### config.mk
export PLATFORM = sky130hd
export DESIGN_NAME = control_sequencer
export DESIGN_NICKNAME = d
export VERILOG_FILES = /design/src/rtl/control_sequencer.sv
export SDC_FILE = /design/constraint.sdc
export NUM_CORES = 1
export LEC_CHECK = 0
export CORE_MARGIN = 1.5
export CORE_UTILIZATION = 41
export DETAILED_ROUTE_END_ITERATION = 6
export MAX_ROUTING_LAYER = met4
export PLACE_DENSITY = 0.95
export SETUP_SLACK_MARGIN = 0.1
export SKIP_LAST_GASP = 1
export SLEW_MARGIN = 20
export SYNTH_ARGS = -nofsm -noshare
export SYNTH_HDL_FRONTEND = slang
export SYNTH_SLANG_ARGS = --single-unit
### constraint.sdc
create_clock -name clk_i -period 4.8 [get_ports clk_i]
set_input_delay 0.96 -clock clk_i [delete_from_list [all_inputs] [get_ports clk_i]]
set_output_delay 0.96 -clock clk_i [all_outputs]
set_load 0.1 [all_outputs]
### src/rtl/control_sequencer.sv
// control_sequencer: hardwired control unit for the single-bus CPU datapath.
// Fetches through PC/MAR/MDR/IR, then decodes the IR opcode and issues
// one register-transfer step per clock.
//
// Optional feature macro: CTRL_MEM_WAIT_EN. When it is defined, T1 stalls
// on mem_ready and a fetch that never completes halts the sequencer.
//
// Ports:
//   clk_i        system clock, rising edge
//   rst_ni       asynchronous active-low reset
//   run_i        level: fetch/execute continuously while high
//   mem_ready_i  memory read data valid (used only with CTRL_MEM_WAIT_EN)
//   ir_i[31:0]   datapath IR: opcode[31:27] Ra[26:23] Rb[22:19] Rc[18:15]
//   reg_out_o    one-hot R0out..R15out
//   reg_in_o     one-hot R0in..R15in
//   bus_sel_o    {HIout, LOout, Zhighout, Zlowout, PCout, MDRout}
//   ld_o         {HIin, LOin, PCin, IRin, Zin, Yin, MARin, MDRin}
//   read_o       memory read / MDR mux select
//   inc_pc_o     PC increment
//   alu_op_o     one-hot AND,OR,ADD,SUB,MUL,DIV,SHR,SHRA,SHL,ROR,ROL,NEG,NOT
//   busy_o       not IDLE and not HALTED
//   halted_o     HALTED
//   illegal_o    T3 pulse for an undefined opcode
//   mem_timeout_o sticky fetch-timeout flag
module control_sequencer #(
  parameter int WAIT_MAX = 15
) (
  input  logic        clk_i,
  input  logic        rst_ni,
  input  logic        run_i,
  input  logic        mem_ready_i,
  input  logic [31:0] ir_i,
  output logic [15:0] reg_out_o,
  output logic [15:0] reg_in_o,
  output logic [5:0]  bus_sel_o,
  output logic [7:0]  ld_o,
  output logic        read_o,
  output logic        inc_pc_o,
  output logic [12:0] alu_op_o,
  output logic        busy_o,
  output logic        halted_o,
  output logic        illegal_o,
  output logic        mem_timeout_o
);

  typedef enum logic [3:0] {
    S_IDLE, S_T0, S_T1, S_T2, S_T3, S_T4, S_T5, S_T6, S_HALTED
  } state_e;

  // bus_sel bit positions
  localparam int BS_MDR = 0, BS_PC = 1, BS_ZLO = 2, BS_ZHI = 3;
  // ld bit positions
  localparam int LD_MDR = 0, LD_MAR = 1, LD_Y = 2, LD_Z = 3;
  localparam int LD_IR = 4, LD_PC = 5, LD_LO = 6, LD_HI = 7;

  state_e state_q, state_d;

  logic [4:0] opc;
  logic [3:0] ra, rb, rc;
  assign opc = ir_i[31:27];
  assign ra  = ir_i[26:23];
  assign rb  = ir_i[22:19];
  assign rc  = ir_i[18:15];

  // Opcode classes and the ALU select they imply
  logic        c3, cmd, cun, chalt, cill;
  logic [12:0] alu_sel;

  always_comb begin
    c3      = 1'b0;
    cmd     = 1'b0;
    cun     = 1'b0;
    chalt   = 1'b0;
    cill    = 1'b0;
    alu_sel = '0;
    case (opc)
      5'd3:  begin c3  = 1'b1; alu_sel[2]  = 1'b1; end  // ADD
      5'd4:  begin c3  = 1'b1; alu_sel[3]  = 1'b1; end  // SUB
      5'd5:  begin c3  = 1'b1; alu_sel[0]  = 1'b1; end  // AND
      5'd6:  begin c3  = 1'b1; alu_sel[1]  = 1'b1; end  // OR
      5'd7:  begin c3  = 1'b1; alu_sel[9]  = 1'b1; end  // ROR
      5'd8:  begin c3  = 1'b1; alu_sel[10] = 1'b1; end  // ROL
      5'd9:  begin c3  = 1'b1; alu_sel[6]  = 1'b1; end  // SHR
      5'd10: begin c3  = 1'b1; alu_sel[7]  = 1'b1; end  // SHRA
      5'd11: begin c3  = 1'b1; alu_sel[8]  = 1'b1; end  // SHL
      5'd15: begin cmd = 1'b1; alu_sel[5]  = 1'b1; end  // DIV
      5'd16: begin cmd = 1'b1; alu_sel[4]  = 1'b1; end  // MUL
      5'd17: begin cun = 1'b1; alu_sel[11] = 1'b1; end  // NEG
      5'd18: begin cun = 1'b1; alu_sel[12] = 1'b1; end  // NOT
      5'd26: ;                                          // NOP
      5'd27: chalt = 1'b1;                              // HALT
      default: cill = 1'b1;
    endcase
  end

  // Where to go after an instruction's last step; run is sampled only here
  // and in IDLE, so dropping it mid-instruction finishes the instruction.
  state_e s_end;
  assign s_end = run_i ? S_T0 : S_IDLE;

`ifdef CTRL_MEM_WAIT_EN
  localparam int CW = $clog2(WAIT_MAX + 1);
  // Last waiting cycle: count WAIT_MAX-1 with mem_ready still low means
  // WAIT_MAX cycles have been spent in T1.
  localparam logic [CW-1:0] WAIT_LAST = CW'(WAIT_MAX - 1);
  logic [CW-1:0] wcnt_q, wcnt_d;
  logic          tmo_q, tmo_d;
  logic          unused_bits;
  assign unused_bits = ^ir_i[14:0];
`else
  logic          unused_bits;
  assign unused_bits = ^{mem_ready_i, ir_i[14:0]};
`endif

  always_comb begin
    state_d = state_q;
`ifdef CTRL_MEM_WAIT_EN
    wcnt_d  = wcnt_q;
    tmo_d   = tmo_q;
`endif
    case (state_q)
      S_IDLE: if (run_i) state_d = S_T0;
      S_T0: begin
        state_d = S_T1;
`ifdef CTRL_MEM_WAIT_EN
        wcnt_d  = '0;
`endif
      end
      S_T1: begin
`ifdef CTRL_MEM_WAIT_EN
        if (mem_ready_i) begin
          state_d = S_T2;
        end else if (wcnt_q == WAIT_LAST) begin
          state_d = S_HALTED;
          tmo_d   = 1'b1;
        end else begin
          wcnt_d  = wcnt_q + 1'b1;
        end
`else
        state_d = S_T2;
`endif
      end
      S_T2: state_d = S_T3;
      S_T3: begin
        if (chalt)                 state_d = S_HALTED;
        else if (c3 || cmd || cun) state_d = S_T4;
        else                       state_d = s_end;
      end
      S_T4: state_d = (c3 || cmd) ? S_T5 : s_end;
      S_T5: state_d = cmd ? S_T6 : s_end;
      S_T6: state_d = s_end;
      S_HALTED: state_d = S_HALTED;
      default: state_d = S_IDLE;
    endcase
  end

  always_ff @(posedge clk_i or negedge rst_ni) begin
    if (!rst_ni) begin
      state_q <= S_IDLE;
`ifdef CTRL_MEM_WAIT_EN
      wcnt_q  <= '0;
      tmo_q   <= 1'b0;
`endif
    end else begin
      state_q <= state_d;
`ifdef CTRL_MEM_WAIT_EN
      wcnt_q  <= wcnt_d;
      tmo_q   <= tmo_d;
`endif
    end
  end

`ifdef CTRL_MEM_WAIT_EN
  assign mem_timeout_o = tmo_q;
`else
  assign mem_timeout_o = 1'b0;
`endif

  // Moore decode of state plus IR; reset forces IDLE so everything drops
  // in the same cycle reset is asserted.
  always_comb begin
    reg_out_o = '0;
    reg_in_o  = '0;
    bus_sel_o = '0;
    ld_o      = '0;
    read_o    = 1'b0;
    inc_pc_o  = 1'b0;
    alu_op_o  = '0;
    illegal_o = 1'b0;
    busy_o    = (state_q != S_IDLE) && (state_q != S_HALTED);
    halted_o  = (state_q == S_HALTED);
    case (state_q)
      S_T0: begin
        bus_sel_o[BS_PC] = 1'b1;
        ld_o[LD_MAR]     = 1'b1;
        ld_o[LD_PC]      = 1'b1;
        inc_pc_o         = 1'b1;
      end
      S_T1: begin
        read_o       = 1'b1;
        ld_o[LD_MDR] = 1'b1;
      end
      S_T2: begin
        bus_sel_o[BS_MDR] = 1'b1;
        ld_o[LD_IR]       = 1'b1;
      end
      S_T3: begin
        if (c3) begin
          reg_out_o  = 16'b1 << rb;
          ld_o[LD_Y] = 1'b1;
        end else if (cmd) begin
          reg_out_o  = 16'b1 << ra;
          ld_o[LD_Y] = 1'b1;
        end else if (cun) begin
          reg_out_o  = 16'b1 << rb;
          alu_op_o   = alu_sel;
          ld_o[LD_Z] = 1'b1;
        end else if (cill) begin
          illegal_o  = 1'b1;
        end
      end
      S_T4: begin
        if (c3 || cmd) begin
          reg_out_o  = 16'b1 << (c3 ? rc : rb);
          alu_op_o   = alu_sel;
          ld_o[LD_Z] = 1'b1;
        end else if (cun) begin
          bus_sel_o[BS_ZLO] = 1'b1;
          reg_in_o          = 16'b1 << ra;
        end
      end
      S_T5: begin
        if (c3) begin
          bus_sel_o[BS_ZLO] = 1'b1;
          reg_in_o          = 16'b1 << ra;
        end else if (cmd) begin
          bus_sel_o[BS_ZLO] = 1'b1;
          ld_o[LD_LO]       = 1'b1;
        end
      end
      S_T6: begin
        if (cmd) begin
          bus_sel_o[BS_ZHI] = 1'b1;
          ld_o[LD_HI]       = 1'b1;
        end
      end
      default: ;
    endcase
  end

endmodule

## Word-level counts from Yosys, hierarchy flattened

Cells that the tools add are included.

| storage, ports and cells | value |
|---|---|
| word-level logic and storage cells | 98 |
| output and inout port bits | 65 |
| input bits | 36 |
| register bits after elaboration | 4 |

| operators by class | value |
|---|---|
| multiplexer cells | 60 |
| shift operators | 3 |
| reduce and logical (&&, ||, !) cells | 9 |
| eq/ne operators | 25 |

Operator list:

| operator | number |
|---|---|
| 2-to-1 mux 16 bit | 7 |
| one-hot mux 16 bit (2 select lines) | 2 |
| 2-to-1 mux 13 bit | 4 |
| << shifter 1 x 4 -> 16 bit (first input constant) | 3 |
| 2-to-1 mux 1 bit | 37 |
| one-hot mux 4 bit (9 select lines) | 1 |
| one-hot mux 13 bit (2 select lines) | 1 |
| equality test 5 x 4 -> 1 bit (second input constant) | 5 |
| equality test 5 bit (second input constant) | 5 |
| equality test 5 x 3 -> 1 bit (second input constant) | 4 |
| equality test 4 x 3 -> 1 bit (second input constant) | 4 |
| OR reduction 15 bit | 1 |
| 2-to-1 mux 4 bit | 3 |
| 2-to-1 mux 3 bit | 3 |
| OR reduction 9 bit | 1 |
| equality test 4 x 2 -> 1 bit (second input constant) | 2 |
| equality test 5 x 2 -> 1 bit (second input constant) | 1 |
| equality test 4 x 1 -> 1 bit (second input constant) | 1 |
| equality test 4 bit (second input constant) | 1 |
| zero test 4 bit | 1 |
| != test 4 bit (second input constant) | 1 |
| one-hot mux 1 bit (2 select lines) | 2 |
| nonzero test 4 bit | 1 |
| OR reduction 2 bit | 2 |
| 3 further kinds | 4 |

## Depth between registers and ports, before layout

| logic depth | value |
|---|---|
| word-level depth | 8 |
| mapped depth | 8 |
| mapped depth without buffers | 5 |

## Worst setup path after synthesis

OpenSTA, ideal clock, no wires.

| timing | value |
|---|---|
| path kind | in2out |
| from | input ir_i[28] |
| to | output alu_op_o[11] |
| data required time | 3840 ps |
| path buffers | 2 |
| cell stages on the path | 7 |
| setup slack | -917 ps |
| arrival time | 4757 ps |
| cell sequence | buf_4 and2_4 buf_6 o21ba_2 o21ba_2 xnor2_1 nor4_1 |

| on the way | value |
|---|---|
| longest elaborated chain between the ends | 7 |
| elaborated cells on any way between the ends | 26 |

RTL lines:

| item | RTL line | text |
|---|---|---|
| from (decl) | 32 | `input logic [31:0] ir_i,` |
| equality test 5 bit | 76 | `case (opc)` |
| OR reduction 2 bit (no source line) | n/a |  |
| 2-to-1 mux 1 bit | 76 |  |
| 2-to-1 mux 13 bit | 214 | `end else if (cun) begin` |
| 2-to-1 mux 13 bit | 211 | `end else if (cmd) begin` |
| 2-to-1 mux 13 bit | 208 | `if (c3) begin` |
| one-hot mux 13 bit (2 select lines) (*) | 192 | `case (state_q)` |
| to (decl) | 39 | `output logic [12:0] alu_op_o,` |

Every way passes the cells marked *; elsewhere a longest branch is shown, timed or not.

## Worst setup path in the final report

| timing | value |
|---|---|
| from | input ir_i[31] |
| to | output reg_out_o[15] |

| on the way | value |
|---|---|
| longest elaborated chain between the ends | 7 |
| elaborated cells on any way between the ends | 27 |

RTL lines:

| item | RTL line | text |
|---|---|---|
| equality test 5 x 4 -> 1 bit, or another cell as far along | 76 |  |
| OR reduction 9 bit (no source line) or OR reduction 2 bit (tied branches) | n/a |  |
| 2-to-1 mux 1 bit | 76 |  |
| 2-to-1 mux 4 bit or 2-to-1 mux 16 bit (tied branches) | 224, 214 |  |
| << shifter 1 x 4 -> 16 bit or 2-to-1 mux 16 bit (tied branches) | 224, 211 |  |
| 2-to-1 mux 16 bit, on equally long branches | 223, 208 |  |
| one-hot mux 16 bit (2 select lines) (*) | 192 |  |
| to (decl) | 33 | `output logic [15:0] reg_out_o,` |

Marks and branches as above.

==> flow_metrics.tcl <==
set metrics [dict create \
    final_area_um2 2680 \
    synthTopCellsByArea "nor2_1 9.0%, dfrtp_1 6.3%, nor3_1 5.7%, buf_4 5.2%, o22ai_1 5.1%" \
    fmax_mhz 226 \
    ir_worst_vdd_v 0.000284 \
    hpwl_mm 4.40 \
    io_pins 101 \
    drive_above_1_share_pct 27.7 \
    start_util_pct 43.2 \
    clk_pin_slew_ns 0.03 \
    placed_area_um2 2640 \
    first_global_vias 1931 \
    path_cells "clkdlybuf4s50_1, nor3b_1, a32o_2, a22oi_1, or3b_1, a21oi_1, buf_12" \
    outcome "completed" \
    worst_slew_pin_slew_ns 0.997 \
    gp_congestion 0.956 \
    path_class "in2out" \
    cp.required_ns 3.84 \
    routed_via_density 6.07 \
    seq_area_um2 100 \
    rrSetupSlack_ns 3.04 \
    met3_length_um 611 \
    wire_per_inst_um 16.0 \
    multi_input_area_um2 1310 \
    crit_fanout 14 \
    ctsHoldBuffers 0 \
    fin_nets 345 \
    numPortBuffers 81 \
    hold_path_class "reg2reg" \
    drtPass1Iterations 5 \
    synthCells 246 \
    synth_edf_count 0 \
    ys_ff_latch 4 \
    drc 0 \
    worst_skew_pair.late_latency_ns 0.22 \
    synth_xor_area_share_pct 0.550 \
    cpPeakStageDelay_ns 0.76 \
    cpMaxStageDelayCell "clkdlybuf4s50_1" \
    cts_resized 0 \
    post_cts_buffers 0 \
    synth_top_area_share_pct 8.96 \
    reg2reg_from "state_q[0]" \
    die_w_um 65.3 \
    final_common_cell "nor2_1" \
    drt-initial-drc-count 208 \
    grt_overflow 0 \
    h-tree-depth 1 \
    row_count 22 \
    numCtsBuffers 3 \
    rsz0062_at_grt "no" \
    crit_arrival_ns 3.47 \
    cp-startpoint "ir_i[31]" \
    ant_nets 0 \
    synth_warnings 0 \
    cp-end-kind "output pin" \
    maxCapViolCount 0 \
    ys_types 54 \
    layout_common_cells "38 x nor2_1, 35 x buf_12, 29 x clkdlybuf4s50_1" \
    grt_pass1_wl_mm 9.00 \
    regMostFlops "state_q" \
    cts_root_buffer "clkbuf_8" \
    setup_viol_count_final 0 \
    slew_viol_final 0 \
    avgSynthCellArea_um2 6.47 \
    clock-skew-final_ns 0.00424 \
    synth_compound_area_share_pct 33.4 \
    period_minus_slack_ns 4.43 \
    antenna_found_initial 0 \
    period_share_pct 92.2 \
    grt_usage_pct 27.0 \
    synthSimpleGateAreaFrac_pct 43.3 \
    drt_wl_total_mm 5.66 \
    cts_tree "built" \
    wl_met2_mm 2.71 \
    synth_area_um2 1590 \
    yosysTopAreaCell "nor2_1" \
    largest_reg_flops 4 \
    die_h_um 65.3 \
    core_area_um2 3690 \
    reg.largest.list "state_q: 4 flops" \
    highest_layer "met4" \
    seq_area_frac_synth_pct 6.28 \
    p_leak_uw 0.000941 \
    syn2layout_area_growth_pct 68.3 \
    clockBufferDepth 2 \
    max-slew-margin-rel_pct 33.3 \
    fillers 286 \
    dieArea_um2 4270 \
    synth_fa_ha_area_share_pct 0 \
    startpoint_type "input pin" \
    clock-sinks 4 \
    hp-start "state_q[3]" \
    muxShareOfSynthArea_pct 2.59 \
    insertedDiodeCount 0 \
    hold_viol 0 \
    vias 2156 \
    wl_met1_mm 2.21 \
    synth_top_family_by_area "simple AND/OR/NAND/NOR gates" \
    synthArstFlopShare_pct 100 \
    grt_max_degree 18 \
    power_density_nw_per_um2 292 \
    ys.flop_type "dfrtp_1" \
    postLayoutCoreUtil_pct 72.7 \
]
## through the flow
step / hold slack, ns / setup slack (ns) / setup TNS (ns) / cells / power, uW
2_1_floorplan: 0.573 / -0.917 / -2.56 / 248 / 595
3_3_place_gp: 0.563 / 0.534 / 0 / 352 / 686
3_5_place_dp: 0.577 / 0.418 / 0 / 352 / 703
4_1_cts: 0.580 / 0.410 / 0 / 355 / 778
5_1_grt: 0.654 / 0.215 / 0 / 355 / 814
6_report: 0.601 / 0.374 / 0 / 355 / 783
## worst paths after layout
path | to | cells after the start
worst max register to register | state_q[2] | 4
worst min register to register | state_q[1] | 1
worst min-delay path | state_q[1] | 1
min in group asynchronous | state_q[2] | 1
worst max-delay path | reg_out_o[15] | 7
max in group asynchronous | state_q[3] | 1
## routing by layer
layer,up-vias,track usage (%)
met2,160,43.1
met4,0,11.7
li1,1010,-
met1,968,34.4
met3,18,3.25
met5,-,-
## cell usage after synthesis, types with 2 or more instances
library cell / number
nand3_1: 6
buf_4: 11
or3b_2: 3
clkbuf_1: 7
inv_1: 6
or3_1: 6
or2_1: 2
nor3_2: 2
buf_6: 5
nor3b_1: 2
nand2_1: 16
nand3b_1: 3
mux2_4: 2
a21oi_1: 12
nand2b_1: 10
o21a_1: 2
o21ba_2: 2
nor2_1: 38
buf_2: 6
a41oi_1: 2
dfrtp_1: 4
nor3_1: 18
and3_1: 3
o22ai_1: 13
a22oi_1: 5
o2bb2ai_1: 3
or3b_1: 2
nor4_1: 5
o21bai_1: 2
o22a_1: 6
a21o_1: 4
a21oi_2: 2
a31oi_1: 3
o21ai_0: 6
nor2b_1: 8
## power breakdown
group          switching [uW]  internal [uW]
Combinational             475            155
Clock                    19.0           53.6
Sequential               34.3           45.1
## logic make-up (layout without fill, tap and decap cells)
group                     Yosys count  count (layout)
AOI/OAI and AO/OA                  72              72
other                               1               3
muxes                               3               3
xor gates and xnor gates            1               1
buffers and inverters              35              94
DFF                                 4               4
and+or+nand+nor                   130             130
## layout make-up
| cell class | instances | share of cell area (%) |
|---|---|---|
| Sequential cell | 4 | 3.73 |
| Multi-Input combinational cell | 209 | 48.8 |
| Timing Repair Buffer | 85 | 42.9 |
| Inverter | 6 | 0.840 |
| Tap cell | 48 | 2.24 |
| Clock buffer | 3 | 1.54 |
## worst max-delay path, delay by kind of cell
kind	cells	cell delay, ns
AO/OA/AOI/OAI	3	0.66
AND/OR/NAND/NOR	2	0.86
buffers and inverters	2	0.98
No activity file was read; power rests on OpenSTA's default activity.
==> edit 1 (config.mk and constraints unchanged) <==
Re-encode `state_e` (9 states) as Gray code, 4 bits wide.
--- a/src/rtl/control_sequencer.sv
+++ b/src/rtl/control_sequencer.sv
@@ -44,7 +44,7 @@
 );
 
   typedef enum logic [3:0] {
-    S_IDLE, S_T0, S_T1, S_T2, S_T3, S_T4, S_T5, S_T6, S_HALTED
+    S_IDLE = 4'b0000, S_T0 = 4'b0001, S_T1 = 4'b0011, S_T2 = 4'b0010, S_T3 = 4'b0110, S_T4 = 4'b0111, S_T5 = 4'b0101, S_T6 = 4'b0100, S_HALTED = 4'b1100
   } state_e;
 
   // bus_sel bit positions
Formal check against the unedited RTL: no difference found for any inputs over 10 cycles, from zero or initial values and one cycle with rst_ni low; not proved beyond that.
==> edit 1 against the unedited design <==
- setup slack lost 0.14 ns
- sequential cell count unchanged
- synthesized area up 11%
- sequential power is 28% higher
- register-to-register slack improved by 0.04 ns
- sequential share of layout area down 0.47 points
- routed wire length grew 31%
- combinational power up 12%
- clock skew fell by 0.0031 ns
- power is 12% higher
- design area up 14%
- maximum frequency decreased by 3.1%
- largest power group unchanged
==> edit 1: results (changes against the unedited design) <==
outcome finished, final reports clean; vias per cell 6.77 (+12%); delay-heaviest family, CP simple AND/OR/NAND/NOR gates; CP arrival 3.61 ns (+0.14 ns); reg2reg end state_q[2]; Post-Route WL 7390 um (+31%); GRT overflow 0 (unchanged); Pleak 1.21 nW (+28%); DRT Pass-1 Iters 6 (+1); slew at the pin with the worst max-slew slack 1.00 ns (+0.00384 ns); global-route wire length before repair 11,300 um (+25%); antenna viol nets, final 0 (unchanged); vias in the first global route 2,380 (+23%); largest net degree at the start of global routing 22 (+4); Clock Latency Late Sink 0.21 ns; Unique masters post-synth 64 (+19%); crit path from ir_i[27]; placed inst area 0.00301 mm2 (+14%); largest cells by area after synthesis and3_1, nor3_1, dfrtp_1, nand2_1, nor2_1; n_diodes 0 (unchanged); worst hold path class reg -> reg; gr usage total 31.6% (+4.6 points); Setup WS pre-CTS 0.343 ns (-0.0746 ns); share of layout cells above drive strength 1 24.5% (-3.2 points); Buffers on Ports 81 (unchanged); worst vdd ir 0.600 mV (+110%); GPL Wtd Cong 1.11 (+17%); NumNets Final 377 (+9.3%); register area share after synthesis 5.67% (-0.61 points); RR Startpoint state_q[2]; post-CTS resize count 0 (unchanged); post-synthesis async set-or-reset flop share 100% (unchanged); postcts setup bufs 0 (unchanged); Regs by FF count state_q: 4 flops; worst r2r path cells 4 (unchanged); htree depth 1 (unchanged); post-DP HPWL 5550 um (+26%); CTS Root Cell clkbuf_8; FF-to-FF setup slack 3.08 ns (+0.04 ns); Final WS setup 0.230 ns (-0.143 ns); worst-path maximum fanout 11 (-3); Max Root-Sink Buffers 2 (unchanged); Post-synth top cells nand2_1, nor2_1, nor3_1; Crit path largest cell delay 0.66 ns (-0.10 ns); detailed router's first-iteration violation count 347 (+67%); Layout Skew 0.00114 ns (-0.00310 ns)
==> edit 1: changes by cell type after synthesis, sizes merged, moves of 6 or more <==
cell and change:
and3 +14, o22ai -9, nand2 +9, clkbuf +6, a221o +8, nor2 -16
==> edit 1: cells by family (layout without fill, tap and decap cells) <==
| family | Yosys count | count (layout) | share of synthesized area [%] |
|---|---|---|---|
| simple gates | 158 | 158 | 50.3 |
| compound gates | 69 | 69 | 30.2 |
| buf+inv | 37 | 100 | 11.0 |
| flops | 4 | 4 | 5.67 |
| xor+xnor | 3 | 3 | 1.49 |
| mux | 2 | 2 | 1.13 |
| other cells | 1 | 3 | 0.212 |
==> edit 1: how the worst min path moves through the flow <==
stage                from  cells past startpoint         end  slack [ns]
2_1_floorplan      rst_ni                      0  state_q[0]        0.66
3_3_place_gp   state_q[3]                      1  state_q[1]        0.64
3_5_place_dp   state_q[3]                      1  state_q[1]        0.66
4_1_cts        state_q[3]                      1  state_q[1]        0.66
5_1_grt        state_q[3]                      1  state_q[1]        0.73
6_report       state_q[3]                      1  state_q[1]        0.67
==> edit 1: worst register-to-register path, cell delays in order, from the launching register on <==
cell	delay [ns]
dfrtp_1	0.51
nor2b_1	0.41
nand2_1	0.23
nor3_2	0.34
nand3b_1	0.17
==> edit 1: metal layers <==
| metal | share of wire [%] | vias up | global-route usage, % |
|---|---|---|---|
| li1 | - | 1153 | - |
| met1 | 36 | 1162 | 39.7 |
| met2 | 47 | 253 | 51.6 |
| met3 | 12 | 67 | 5.19 |
| met4 | 5.1 | 0 | 10.3 |
| met5 | 0 | - | - |
==> edit 1: report_power, final <==
group / internal, mW / switching (mW) / leakage (nW)
Sequential: 0.0460 / 0.0561 / 0.0498
Clock: 0.0533 / 0.0159 / 0.0216
Combinational: 0.184 / 0.521 / 1.14
Total: 0.284 / 0.593 / 1.21
==> edit 1: layout make-up <==
class	instances	area, um2
clock buffer	3	41.3
fill	260	993
inverter	7	26.3
multi-input combinational	235	1540
sequential	4	100
tap	50	62.6
timing repair buffer	90	1300
==> edit 1: per-stage QoR <==
step | cells | power (mW) | setup TNS, ns
after floorplan | 276 | 0.645 | -3.15
after global placement | 386 | 0.768 | 0
after detailed placement | 386 | 0.792 | 0
after CTS | 389 | 0.865 | 0
after global routing | 389 | 0.912 | 0
final | 389 | 0.877 | 0
==> edit 2 (config.mk and constraints unchanged) <==
Without the edit above. Build with the macro `CTRL_MEM_WAIT_EN` defined.
--- a/src/rtl/control_sequencer.sv
+++ b/src/rtl/control_sequencer.sv
@@ -22,6 +22,8 @@
 //   halted_o     HALTED
 //   illegal_o    T3 pulse for an undefined opcode
 //   mem_timeout_o sticky fetch-timeout flag
+`define CTRL_MEM_WAIT_EN
+
 module control_sequencer #(
   parameter int WAIT_MAX = 15
 ) (
Formal check against the unedited RTL: not equivalent (Yosys sat finds a counterexample within 4 cycles, from zero or initial values and one cycle with rst_ni low).
==> edit 2 against the unedited design <==
- synthesized area is 8.5% higher
- sequential cell count grew 5
- routed wire length grew 16%
- synthesized cell count rose by 5.3%
- design area grew 11%
- power up 29%
- setup slack lost 0.11 ns
==> edit 2: results (changes against the unedited design) <==
grt met1 use 38.7% (+4.3 points); outcome finished, final reports clean; FF-to-FF setup slack 2.76 ns (-0.28 ns); GPL Wtd Cong 1.07 (+12%); Clk pwr share 8.7% (-0.6 points); Max Root-Sink Buffers 2 (unchanged); Non-Filler Instances 380 (+7.0%); largest cells by area after synthesis dfrtp_1, nor2_1, nor3_1, nand2_1, nand2b_1; met1 WL 2470 um (+12%); Layout Skew 0.000684 ns (-0.00356 ns); share of layout cells above drive strength 1 24.8% (-2.8 points); Unique masters post-synth 54 (unchanged); Post-synth top cells nor2_1, nand2_1, nor3_1; vias in the first global route 2,188 (+13%); initial antenna violation count 0 (unchanged); Pleak 1.15 nW (+22%); Final WS setup 0.267 ns (-0.106 ns); DRT Pass-1 Iters 5 (unchanged); Combinational Power 769 uW (+22%); Worst-path clk slew 0.04 ns; Crit path largest cell delay 0.74 ns (-0.02 ns); vias per cell 6.47 (+6.6%); M3 GR Usage 5.43% (+2.2 points); CTS Root Cell clkbuf_8; DR WL/cell 17.3 um (+8.4%); worst-path maximum fanout 12 (-2); DR WL met3 735 um (+20%); gr usage total 30.1% (+3.1 points); NumNets Final 369 (+7.0%); post-synthesis async set-or-reset flop share 100% (unchanged); placed inst area 0.00294 mm2 (+12%); detailed router's first-iteration violation count 243 (+17%); slew at the pin with the worst max-slew slack 0.986 ns (-0.0106 ns); CP arrival 3.57 ns (+0.10 ns); Syn Inst Count 259 (+5.3%); post-DP HPWL 5170 um (+17%); met2 usage 47.8% (+4.7 points); register area share after synthesis 13.0% (+6.7 points); Switching Share 64.9% (-2.6 points); Main synth FF type dfrtp_1; Setup WS pre-CTS 0.364 ns (-0.0533 ns); worst vdd ir 0.425 mV (+50%); Buffers on Ports 83 (+2.5%); largest net degree at the start of global routing 13 (-5); Min Hold Slack 0.467 ns (-0.134 ns); postcts setup bufs 0 (unchanged); global-route wire length before repair 10,400 um (+16%); Logic pwr share 75.9% (-4.7 points); Num CTS Buffers 3 (unchanged); routed wl met2 3150 um (+16%)
[edit 2: cell types whose count changed in the layout (fill, tap and decap cells not counted), sizes merged, moves of 7 or more]
cell	change
o22ai	-14
nand2	+13
nand2b	+8
nor2	-8
o22a	-7
o311ai	+7
[edit 2: logic make-up after synthesis]
kind of cell / synth area share (%)
xor+xnor: 1.01
simple gates: 46.6
buf+inv: 9.63
other cells: 0.217
flops: 13.0
mux: 2.90
fa+ha+maj: 1.45
compound gates: 25.1
[edit 2: final timing paths]
check	from	endpoint	cells after the start
worst min register to register	mem_timeout_o	mem_timeout_o	1
min in group asynchronous	rst_ni	wcnt_q[2]	1
worst max register to register	state_q[1]	wcnt_q[3]	5
max in group asynchronous	rst_ni	state_q[3]	1
worst max-delay path	ir_i[28]	reg_out_o[12]	8
worst min-delay path	mem_timeout_o	mem_timeout_o	1
[edit 2: layout make-up]
type	count	area, um2
clock buffer	4	45.0
fill	275	1040
inverter	8	30.0
multi-input combinational	221	1410
sequential	9	225
tap	50	62.6
timing repair buffer	88	1210
